File: config.mk
export PLATFORM = sky130hd
export DESIGN_NAME = wb_master_bridge_flat
export DESIGN_NICKNAME = d
export VERILOG_FILES = /design/src/rtl/wb_master_bridge_if.sv /design/src/rtl/wb_master_bridge.sv /design/src/flat_wrapper.sv
export SDC_FILE = /design/constraint.sdc
export NUM_CORES = 1
export LEC_CHECK = 0
export BUFFER_PORTS_ARGS = -buffer_cell sky130_fd_sc_hd__buf_2
export CAP_MARGIN = 20
export CORE_MARGIN = 2
export CORE_UTILIZATION = 46
export DETAILED_ROUTE_END_ITERATION = 7
export GPL_TIMING_DRIVEN = 1
export HOLD_SLACK_MARGIN = 0.08
export PLACE_DENSITY = 0.95
export SYNTH_ARGS = -nofsm -noshare
export SYNTH_HDL_FRONTEND = slang
export SYNTH_SLANG_ARGS = --single-unit
File: constraint.sdc
create_clock -name clk -period 4 [get_ports clk]
set_input_delay 0.4 -clock clk [delete_from_list [all_inputs] [get_ports clk]]
set_output_delay 0.4 -clock clk [all_outputs]
set_load 0.005 [all_outputs]
File: src/rtl/wb_master_bridge_if.sv
// wb_master_bridge_if: bundles the CPU-side request/response handshake and
// the Wishbone classic master bus of wb_master_bridge.
//
// Handshake rule for both req_* and rsp_*: a transfer happens on a rising
// clock edge where valid and ready are both high. The producer holds valid
// and its payload stable until that edge.
//
// Modports:
//   master - the bridge: consumes req_*, produces rsp_*, drives wb_* outputs
//   slave  - the environment: CPU side plus the Wishbone slave
interface wb_master_bridge_if #(
   parameter int ADDR_W = 32,
   parameter int DATA_W = 32
) ();
   localparam int SEL_W = DATA_W / 8;

   // CPU request
   logic              req_valid;
   logic              req_ready;
   logic              req_we;
   logic [SEL_W-1:0]  req_sel;
   logic [ADDR_W-1:0] req_addr;
   logic [DATA_W-1:0] req_wdata;
   // CPU response
   logic              rsp_valid;
   logic              rsp_ready;
   logic [DATA_W-1:0] rsp_rdata;
   logic              rsp_err;
   logic              rsp_timeout;
   // Wishbone classic
   logic              wb_cyc;
   logic              wb_stb;
   logic              wb_we;
   logic [SEL_W-1:0]  wb_sel;
   logic [ADDR_W-1:0] wb_adr;
   logic [DATA_W-1:0] wb_dat_mosi;
   logic [DATA_W-1:0] wb_dat_miso;
   logic              wb_ack;
   logic              wb_err;

   modport master (
      input  req_valid, req_we, req_sel, req_addr, req_wdata,
      output req_ready,
      output rsp_valid, rsp_rdata, rsp_err, rsp_timeout,
      input  rsp_ready,
      output wb_cyc, wb_stb, wb_we, wb_sel, wb_adr, wb_dat_mosi,
      input  wb_dat_miso, wb_ack, wb_err
   );

   modport slave (
      output req_valid, req_we, req_sel, req_addr, req_wdata,
      input  req_ready,
      input  rsp_valid, rsp_rdata, rsp_err, rsp_timeout,
      output rsp_ready,
      input  wb_cyc, wb_stb, wb_we, wb_sel, wb_adr, wb_dat_mosi,
      output wb_dat_miso, wb_ack, wb_err
   );
endinterface

File: src/rtl/wb_master_bridge.sv
// wb_master_bridge: turns one CPU valid/ready request into a single
// Wishbone classic cycle, waits for ack/err (or a timeout) and returns the
// result through a valid/ready response. One transaction in flight.
//
// Ports:
//   clk        - clock, rising edge
//   rst_n      - asynchronous active-low reset
//   bus        - wb_master_bridge_if.master (req_*, rsp_*, wb_*)
//   stat_xfer  - completed-response count (32 bit, wraps)
//   stat_err   - errored-response count (16 bit, saturates)
//   dbg_state  - current FSM state (state_t encoding)
//
// Build option: define WB_MASTER_STATS_EN to build the stat counters;
// otherwise stat_xfer/stat_err are constant 0.
module wb_master_bridge #(
   parameter int ADDR_W         = 32,
   parameter int DATA_W         = 32,
   parameter int TIMEOUT_CYCLES = 16,
   parameter int RDATA_DELAY    = 1
) (
   input  logic                 clk,
   input  logic                 rst_n,
   wb_master_bridge_if.master   bus,
   output logic [31:0]          stat_xfer,
   output logic [15:0]          stat_err,
   output logic [1:0]           dbg_state
);
   localparam int CNT_W = (TIMEOUT_CYCLES > 2) ? $clog2(TIMEOUT_CYCLES) : 1;
   localparam logic [CNT_W-1:0] CNT_LAST = CNT_W'(TIMEOUT_CYCLES - 1);

   typedef enum logic [1:0] {IDLE, BUS, LAG, RESP} state_t;

   state_t            state, state_d;
   logic [CNT_W-1:0]  cnt;
   logic              accept, cap_rdata, set_err, set_to, rsp_fire;

   // Cycle/strobe, ready and valid are pure decodes of the state register,
   // so an asynchronous reset drops wb_cyc without waiting for an edge.
   assign bus.wb_cyc    = (state == BUS);
   assign bus.wb_stb    = (state == BUS);
   assign bus.req_ready = (state == IDLE);
   assign bus.rsp_valid = (state == RESP);
   assign dbg_state     = state;

   always_ff @(posedge clk or negedge rst_n) begin
      if (!rst_n) state <= IDLE;
      else        state <= state_d;
   end

   always_comb begin
      state_d   = state;
      accept    = 1'b0;
      cap_rdata = 1'b0;
      set_err   = 1'b0;
      set_to    = 1'b0;
      rsp_fire  = 1'b0;
      case (state)
         IDLE: begin
            if (bus.req_valid) begin
               accept  = 1'b1;
               state_d = BUS;
            end
         end
         BUS: begin
            // err beats ack beats timeout
            if (bus.wb_err) begin
               set_err = 1'b1;
               state_d = RESP;
            end else if (bus.wb_ack) begin
               if (bus.wb_we || RDATA_DELAY == 0) begin
                  cap_rdata = !bus.wb_we;
                  state_d   = RESP;
               end else begin
                  state_d   = LAG;
               end
            end else if (cnt == CNT_LAST) begin
               set_err = 1'b1;
               set_to  = 1'b1;
               state_d = RESP;
            end
         end
         LAG: begin
            // slave's read data lands one cycle after its ack
            cap_rdata = 1'b1;
            state_d   = RESP;
         end
         RESP: begin
            if (bus.rsp_ready) begin
               rsp_fire = 1'b1;
               state_d  = IDLE;
            end
         end
         default: state_d = IDLE;
      endcase
   end

   always_ff @(posedge clk or negedge rst_n) begin
      if (!rst_n) begin
         bus.wb_we       <= 1'b0;
         bus.wb_sel      <= '0;
         bus.wb_adr      <= '0;
         bus.wb_dat_mosi <= '0;
         bus.rsp_rdata   <= '0;
         bus.rsp_err     <= 1'b0;
         bus.rsp_timeout <= 1'b0;
         cnt             <= '0;
      end else begin
         if (accept) begin
            bus.wb_we       <= bus.req_we;
            bus.wb_sel      <= bus.req_sel;
            bus.wb_adr      <= bus.req_addr;
            bus.wb_dat_mosi <= bus.req_wdata;
            // cleared here so writes and errors report zero read data
            bus.rsp_rdata   <= '0;
            cnt             <= '0;
         end else if (state == BUS) begin
            cnt <= cnt + CNT_W'(1);
         end
         if (cap_rdata) bus.rsp_rdata <= bus.wb_dat_miso;
         if (set_err)   bus.rsp_err     <= 1'b1;
         if (set_to)    bus.rsp_timeout <= 1'b1;
         if (rsp_fire) begin
            bus.rsp_err     <= 1'b0;
            bus.rsp_timeout <= 1'b0;
         end
      end
   end

`ifdef WB_MASTER_STATS_EN
   always_ff @(posedge clk or negedge rst_n) begin
      if (!rst_n) begin
         stat_xfer <= '0;
         stat_err  <= '0;
      end else if (rsp_fire) begin
         stat_xfer <= stat_xfer + 32'd1;
         if (bus.rsp_err && stat_err != 16'hFFFF) stat_err <= stat_err + 16'd1;
      end
   end
`else
   assign stat_xfer = '0;
   assign stat_err  = '0;
`endif

endmodule

File: src/flat_wrapper.sv
// flat-port wrapper written by rule: the top's interface ports become plain ports
module wb_master_bridge_flat 
#(
   parameter int ADDR_W         = 32,
   parameter int DATA_W         = 32,
   parameter int TIMEOUT_CYCLES = 16,
   parameter int RDATA_DELAY    = 1
)
  (clk, rst_n, stat_xfer, stat_err, dbg_state, bus_req_valid, bus_req_we, bus_req_sel, bus_req_addr, bus_req_wdata, bus_req_ready, bus_rsp_valid, bus_rsp_rdata, bus_rsp_err, bus_rsp_timeout, bus_rsp_ready, bus_wb_cyc, bus_wb_stb, bus_wb_we, bus_wb_sel, bus_wb_adr, bus_wb_dat_mosi, bus_wb_dat_miso, bus_wb_ack, bus_wb_err);
  wb_master_bridge_if #(.ADDR_W(ADDR_W), .DATA_W(DATA_W)) bus_i ();
  input  logic clk;
  input  logic rst_n;
  output logic [31:0] stat_xfer;
  output logic [15:0] stat_err;
  output logic [1:0] dbg_state;
  input wire logic [$bits(bus_i.req_valid)-1:0] bus_req_valid;
  input wire logic [$bits(bus_i.req_we)-1:0] bus_req_we;
  input wire logic [$bits(bus_i.req_sel)-1:0] bus_req_sel;
  input wire logic [$bits(bus_i.req_addr)-1:0] bus_req_addr;
  input wire logic [$bits(bus_i.req_wdata)-1:0] bus_req_wdata;
  output wire logic [$bits(bus_i.req_ready)-1:0] bus_req_ready;
  output wire logic [$bits(bus_i.rsp_valid)-1:0] bus_rsp_valid;
  output wire logic [$bits(bus_i.rsp_rdata)-1:0] bus_rsp_rdata;
  output wire logic [$bits(bus_i.rsp_err)-1:0] bus_rsp_err;
  output wire logic [$bits(bus_i.rsp_timeout)-1:0] bus_rsp_timeout;
  input wire logic [$bits(bus_i.rsp_ready)-1:0] bus_rsp_ready;
  output wire logic [$bits(bus_i.wb_cyc)-1:0] bus_wb_cyc;
  output wire logic [$bits(bus_i.wb_stb)-1:0] bus_wb_stb;
  output wire logic [$bits(bus_i.wb_we)-1:0] bus_wb_we;
  output wire logic [$bits(bus_i.wb_sel)-1:0] bus_wb_sel;
  output wire logic [$bits(bus_i.wb_adr)-1:0] bus_wb_adr;
  output wire logic [$bits(bus_i.wb_dat_mosi)-1:0] bus_wb_dat_mosi;
  input wire logic [$bits(bus_i.wb_dat_miso)-1:0] bus_wb_dat_miso;
  input wire logic [$bits(bus_i.wb_ack)-1:0] bus_wb_ack;
  input wire logic [$bits(bus_i.wb_err)-1:0] bus_wb_err;
  assign bus_i.req_valid = bus_req_valid;
  assign bus_i.req_we = bus_req_we;
  assign bus_i.req_sel = bus_req_sel;
  assign bus_i.req_addr = bus_req_addr;
  assign bus_i.req_wdata = bus_req_wdata;
  assign bus_req_ready = bus_i.req_ready;
  assign bus_rsp_valid = bus_i.rsp_valid;
  assign bus_rsp_rdata = bus_i.rsp_rdata;
  assign bus_rsp_err = bus_i.rsp_err;
  assign bus_rsp_timeout = bus_i.rsp_timeout;
  assign bus_i.rsp_ready = bus_rsp_ready;
  assign bus_wb_cyc = bus_i.wb_cyc;
  assign bus_wb_stb = bus_i.wb_stb;
  assign bus_wb_we = bus_i.wb_we;
  assign bus_wb_sel = bus_i.wb_sel;
  assign bus_wb_adr = bus_i.wb_adr;
  assign bus_wb_dat_mosi = bus_i.wb_dat_mosi;
  assign bus_i.wb_dat_miso = bus_wb_dat_miso;
  assign bus_i.wb_ack = bus_wb_ack;
  assign bus_i.wb_err = bus_wb_err;
  wb_master_bridge #(.ADDR_W(ADDR_W), .DATA_W(DATA_W), .TIMEOUT_CYCLES(TIMEOUT_CYCLES), .RDATA_DELAY(RDATA_DELAY)) u_core (.clk(clk), .rst_n(rst_n), .bus(bus_i), .stat_xfer(stat_xfer), .stat_err(stat_err), .dbg_state(dbg_state));
endmodule
# == After elaboration in Yosys (flattened, before gate mapping) ==
# Cells that the tools add are included.
# totals
reg_bits,109
latch_bits,0
ramBits,0
romBits,0
elab_cells,53
n_memories,0
# op_classes
n_addsub,1
mul,0
div,0
magnitude_cmp,0
eq_ne,7
shifts,0
muxes,29
n_bitwise,0
reduce_logical,7
# op_table
cell,n
$mux W32,2
$mux W1,18
$mux W2,5
$mux W4,2
$pmux W2 S4,1
$reduce_bool A2 Y1,4
$add A4 B1 Y4 const B,1
$eq A2 B2 Y1 const B,2
$eq A4 B4 Y1 const B,1
$ne A4 B1 Y1 const B,1
$reduce_and A3 Y1,1
$eq A2 B1 Y1 const B,1
$logic_not A2 Y1,1
$ne A2 B1 Y1 const B,1
$ne A2 B2 Y1 const B,1
$pmux W1 S2,1
$logic_not A1 Y1,1

# == Logic depth before layout (Yosys ltp) ==
# depth
word_depth,7
mapped_depth,7
depth_no_buf,6

# == Worst setup path after synthesis ==
# Ideal clock, no wire load.
# synth_path
kind,reg2reg
start,"register u_core.state[1], in the netlist u_core.dbg_state[1]"
end,"register u_core.state[0], in the netlist u_core.dbg_state[0]"
setup_ps,87
arrival_time_ps,1702
slack_ps,2211
path_stages_with_launch,8
synth_period_minus_slack_ps,1789
path_cell_list,dfrtp_1 -> inv_1 -> ha_1 -> buf_6 -> nor3b_1 -> a222oi_1 -> o21ai_1 -> a22oi_1
# synth_via
elab_chain_len,3
word_cells_on_any_way,9
# synth_lines
item,line_no,text
start: declaration,wb_master_bridge.sv:33,"state_t state, state_d;"
start signal: assignment,wb_master_bridge.sv:47,else state <= state_d;
$eq A2 B1 Y1 (*),-,
named net bus_wb_cyc,flat_wrapper.sv:27,output wire logic [$bits(bus_i.wb_cyc)-1:0] bus_wb_cyc;
$ne A4 B1 Y1 (no line),-,
$reduce_and A3 Y1 (no line),-,
# The timed path passes the listed nets; every way through them passes the cells marked *.
# A chain may end at the register's enable or synchronous reset.

# == Worst setup path after layout ==
# layout_path
start,"register u_core.state[0], in the netlist u_core.dbg_state[0]"
end,register u_core.bus.wb_dat_mosi[1]
# layout_via
elab_chain_len,2
# layout_lines
item,line_no,text
$logic_not A2 Y1,wb_master_bridge.sv:57,case (state)
$mux W1,wb_master_bridge.sv:57,
end signal: assignment,wb_master_bridge.sv:112,bus.wb_dat_mosi <= bus.req_wdata;
end: declaration,wb_master_bridge_if.sv:46,"output wb_cyc, wb_stb, wb_we, wb_sel, wb_adr, wb_dat_mosi,"
# No other way between the ends.

==> results.ini <==
[timing]
worst_pin_slew_ns=1.038
period_needed_ns=2.158
maxSlewHeadroom_pct=30.82
grt_setup_unrepaired=false
period_share_pct=53.95
setup_violations=0
slew_violations=0
finalClockSkew_ns=0.01548
finalHoldViolCount=0
setup-tns-final_ns=0
fmax_mhz=463.4

[drt]
drc_errors=0
route.met3.wl_um=786
wl_mm=10.98
top_layer_used=met4
wirelength_met1_mm=4.570
drt_pass1_iterations=5
detailroute.via_count=3920
route.met2.wl_mm=5.443
vias_per_cell=4.532
final_antenna_net_count=0
wire_per_inst_um=12.69
drtIter0Drc=298

[floorplanning]
io_pins=264
core-area_um2=9774
fp.dieArea_um2=10900
die_x_um=104.4
initial_core_util_pct=47.44
die_h_um=104.4
rows=36

[clocking]
cts_buffer_depth=2
root_buffer=clkbuf_8
numCtsBuffers=9
hold_buffers=1
htreeDepth=3
postCtsSetupBuffers=0
clk_pin_slew_ns=0.12
cts_sinks=109
worstSkewPairLatency_ns=0.36
cts_tree=done
post_cts_resized=0

[power]
power.leakage_nw=3.444
finalPower_mw=4.138
peakVddDrop_v=0.0003602
powerDensity_nw_per_um2=706.8

[grt]
antenna_found_initial=0
first_global_vias=3676
grt_max_degree=102
grt.overflow.total=0
grt_first_pass_wirelength_mm=17.43
gr-usage-all-layers_pct=19.99

[finish]
area_growth_pct=26.25
nets=840
drive_gt1_share_pct=32.38
final_util_pct=59.89
antenna_cells=0
fin_cells=865
post-route-cell-area_um2=5854

[synthesis]
synth_warnings=0
seq_area_frac_synth_pct=58.82
syn-instance-count=526
ys_types=24
synth_seq_cells=109
synth.avg_cell_area_um2=8.815
synth_area_um2=4637

[setup_path]
critical_path.endpoint_type=flip-flop
cp_data_arrival_time_ns=2.45
critPathKind=reg2reg
cp_max_fo=42
required_ns=4.29
start_kind=flip-flop

[flow_run]
maxCapViolCount=0

[placed_design]
gp_congestion=0.7699
portBuffers=215
hpwlAfterDp_mm=7.983
placed_area_um2=5615
dp.cells=848

[min_path]
min_path_type=in2reg

[status]
status=finished clean

-- layout by cell type, fill, tap and decap left out, drive strengths merged, types with 3 or more instances in the layout --
| cell | n |
|---|---|
| a21oi | 3 |
| buf | 218 |
| clkbuf | 9 |
| conb | 48 |
| dfrtp | 109 |
| ha | 6 |
| inv | 8 |
| nand2 | 275 |
| nor2 | 5 |
| o21ai | 34 |
-- state kept, by name, indices dropped and copies added (netlist names) --
register / flops
u_core.bus.rsp_rdata: 32
u_core.bus.wb_adr: 32
u_core.bus.rsp_timeout: 1
u_core.bus.wb_sel: 4
u_core.dbg_state: 2
u_core.cnt: 4
u_core.bus.wb_we: 1
u_core.bus.wb_dat_mosi: 32
u_core.bus.rsp_err: 1
-- synth_stat cells --
library cell  number  area [um^2]
nor3b_1            1        7.510
dfrtp_1          109         2728
buf_6              1        11.26
conb_1             1        3.750
o21bai_1           1        7.510
a21oi_1            3        15.01
xnor2_1            1        8.760
a41oi_1            1        8.760
nand3_1            1        5.000
ha_1               6        75.07
nand2_1          275         1032
buf_4             49        367.9
nor2_1             5        18.77
o21ai_0           33        165.2
nand4_1            1        6.260
o21ai_1            1        5.000
a222oi_1           1        10.01
clkbuf_1          26        97.59
and2_1             1        6.260
a22oi_1            1        7.510
xor2_1             2        17.52
mux2i_1            1        10.01
inv_1              4        15.01
a211oi_1           1        7.510
-- worst max-delay path: stages (launching register included) --
cell,delay [ns]
dfrtp_1,0.43
inv_1,0.15
ha_1,0.27
and2_2,0.57
buf_4,0.48
nand2_1,0.10
nand2_1,0.07
-- power by group --
group | internal (mW) | switching [mW]
clock network | 0.365 | 0.388
logic | 0.653 | 0.874
registers | 1.59 | 0.264
total | 2.61 | 1.53
-- layer usage --
| metal | vias to the layer above | global-route usage, % |
|---|---|---|
| met5 | - | 0 |
| met4 | 0 | 6.564 |
| met1 | 1814 | 24.94 |
| met3 | 12 | 4.699 |
| li1 | 1919 | - |
| met2 | 175 | 34.22 |
-- final timing paths --
kind                                                   start                                     to  slack [ns]  cells past startpoint
setup / recovery             u_core.dbg_state[0]$_DFFE_PN0P_  u_core.bus.wb_dat_mosi[1]$_DFFE_PN0P_        1.84                      6
hold reg to reg            u_core.bus.wb_adr[23]$_DFFE_PN0P_      u_core.bus.wb_adr[23]$_DFFE_PN0P_        0.48                      2
min in group asynchronous                              rst_n    u_core.bus.rsp_rdata[5]$_DFFE_PN0P_        0.46                      2
hold / removal                              bus_req_wdata[3]  u_core.bus.wb_dat_mosi[3]$_DFFE_PN0P_        0.21                      3
max in group asynchronous                              rst_n       u_core.bus.wb_adr[5]$_DFFE_PN0P_        2.67                      3
setup reg to reg             u_core.dbg_state[0]$_DFFE_PN0P_  u_core.bus.wb_dat_mosi[1]$_DFFE_PN0P_        1.84                      6
-- logic make-up after synthesis --
family | count (synthesis) | synth area share (%)
other cells | 1 | 0.08087
flops | 109 | 58.82
simple gates | 284 | 23.21
fa+ha+maj | 6 | 1.619
buf+inv | 80 | 10.60
xor+xnor | 3 | 0.5668
compound gates | 42 | 4.884
mux | 1 | 0.2159
-- stage by stage --
step / hold WS, ns / worst slack (ns)
global route: 0.1981 / 1.642
floorplan: 0.1044 / 2.211
detailed placement: 0.3150 / 1.838
finish: 0.2131 / 1.842
global placement: 0.3134 / 1.885
CTS: 0.2009 / 1.813
-- layout make-up --
class                      count  area [um^2]
clock buffer                   9        123.9
clock inverter                 7        105.1
fill                         849         3920
inverter                       4        15.01
multi-input combinational    384         1605
sequential                   109         2728
tap                          133        166.4
timing repair buffer         219         1111
No activity file was read; power rests on OpenSTA's default activity.
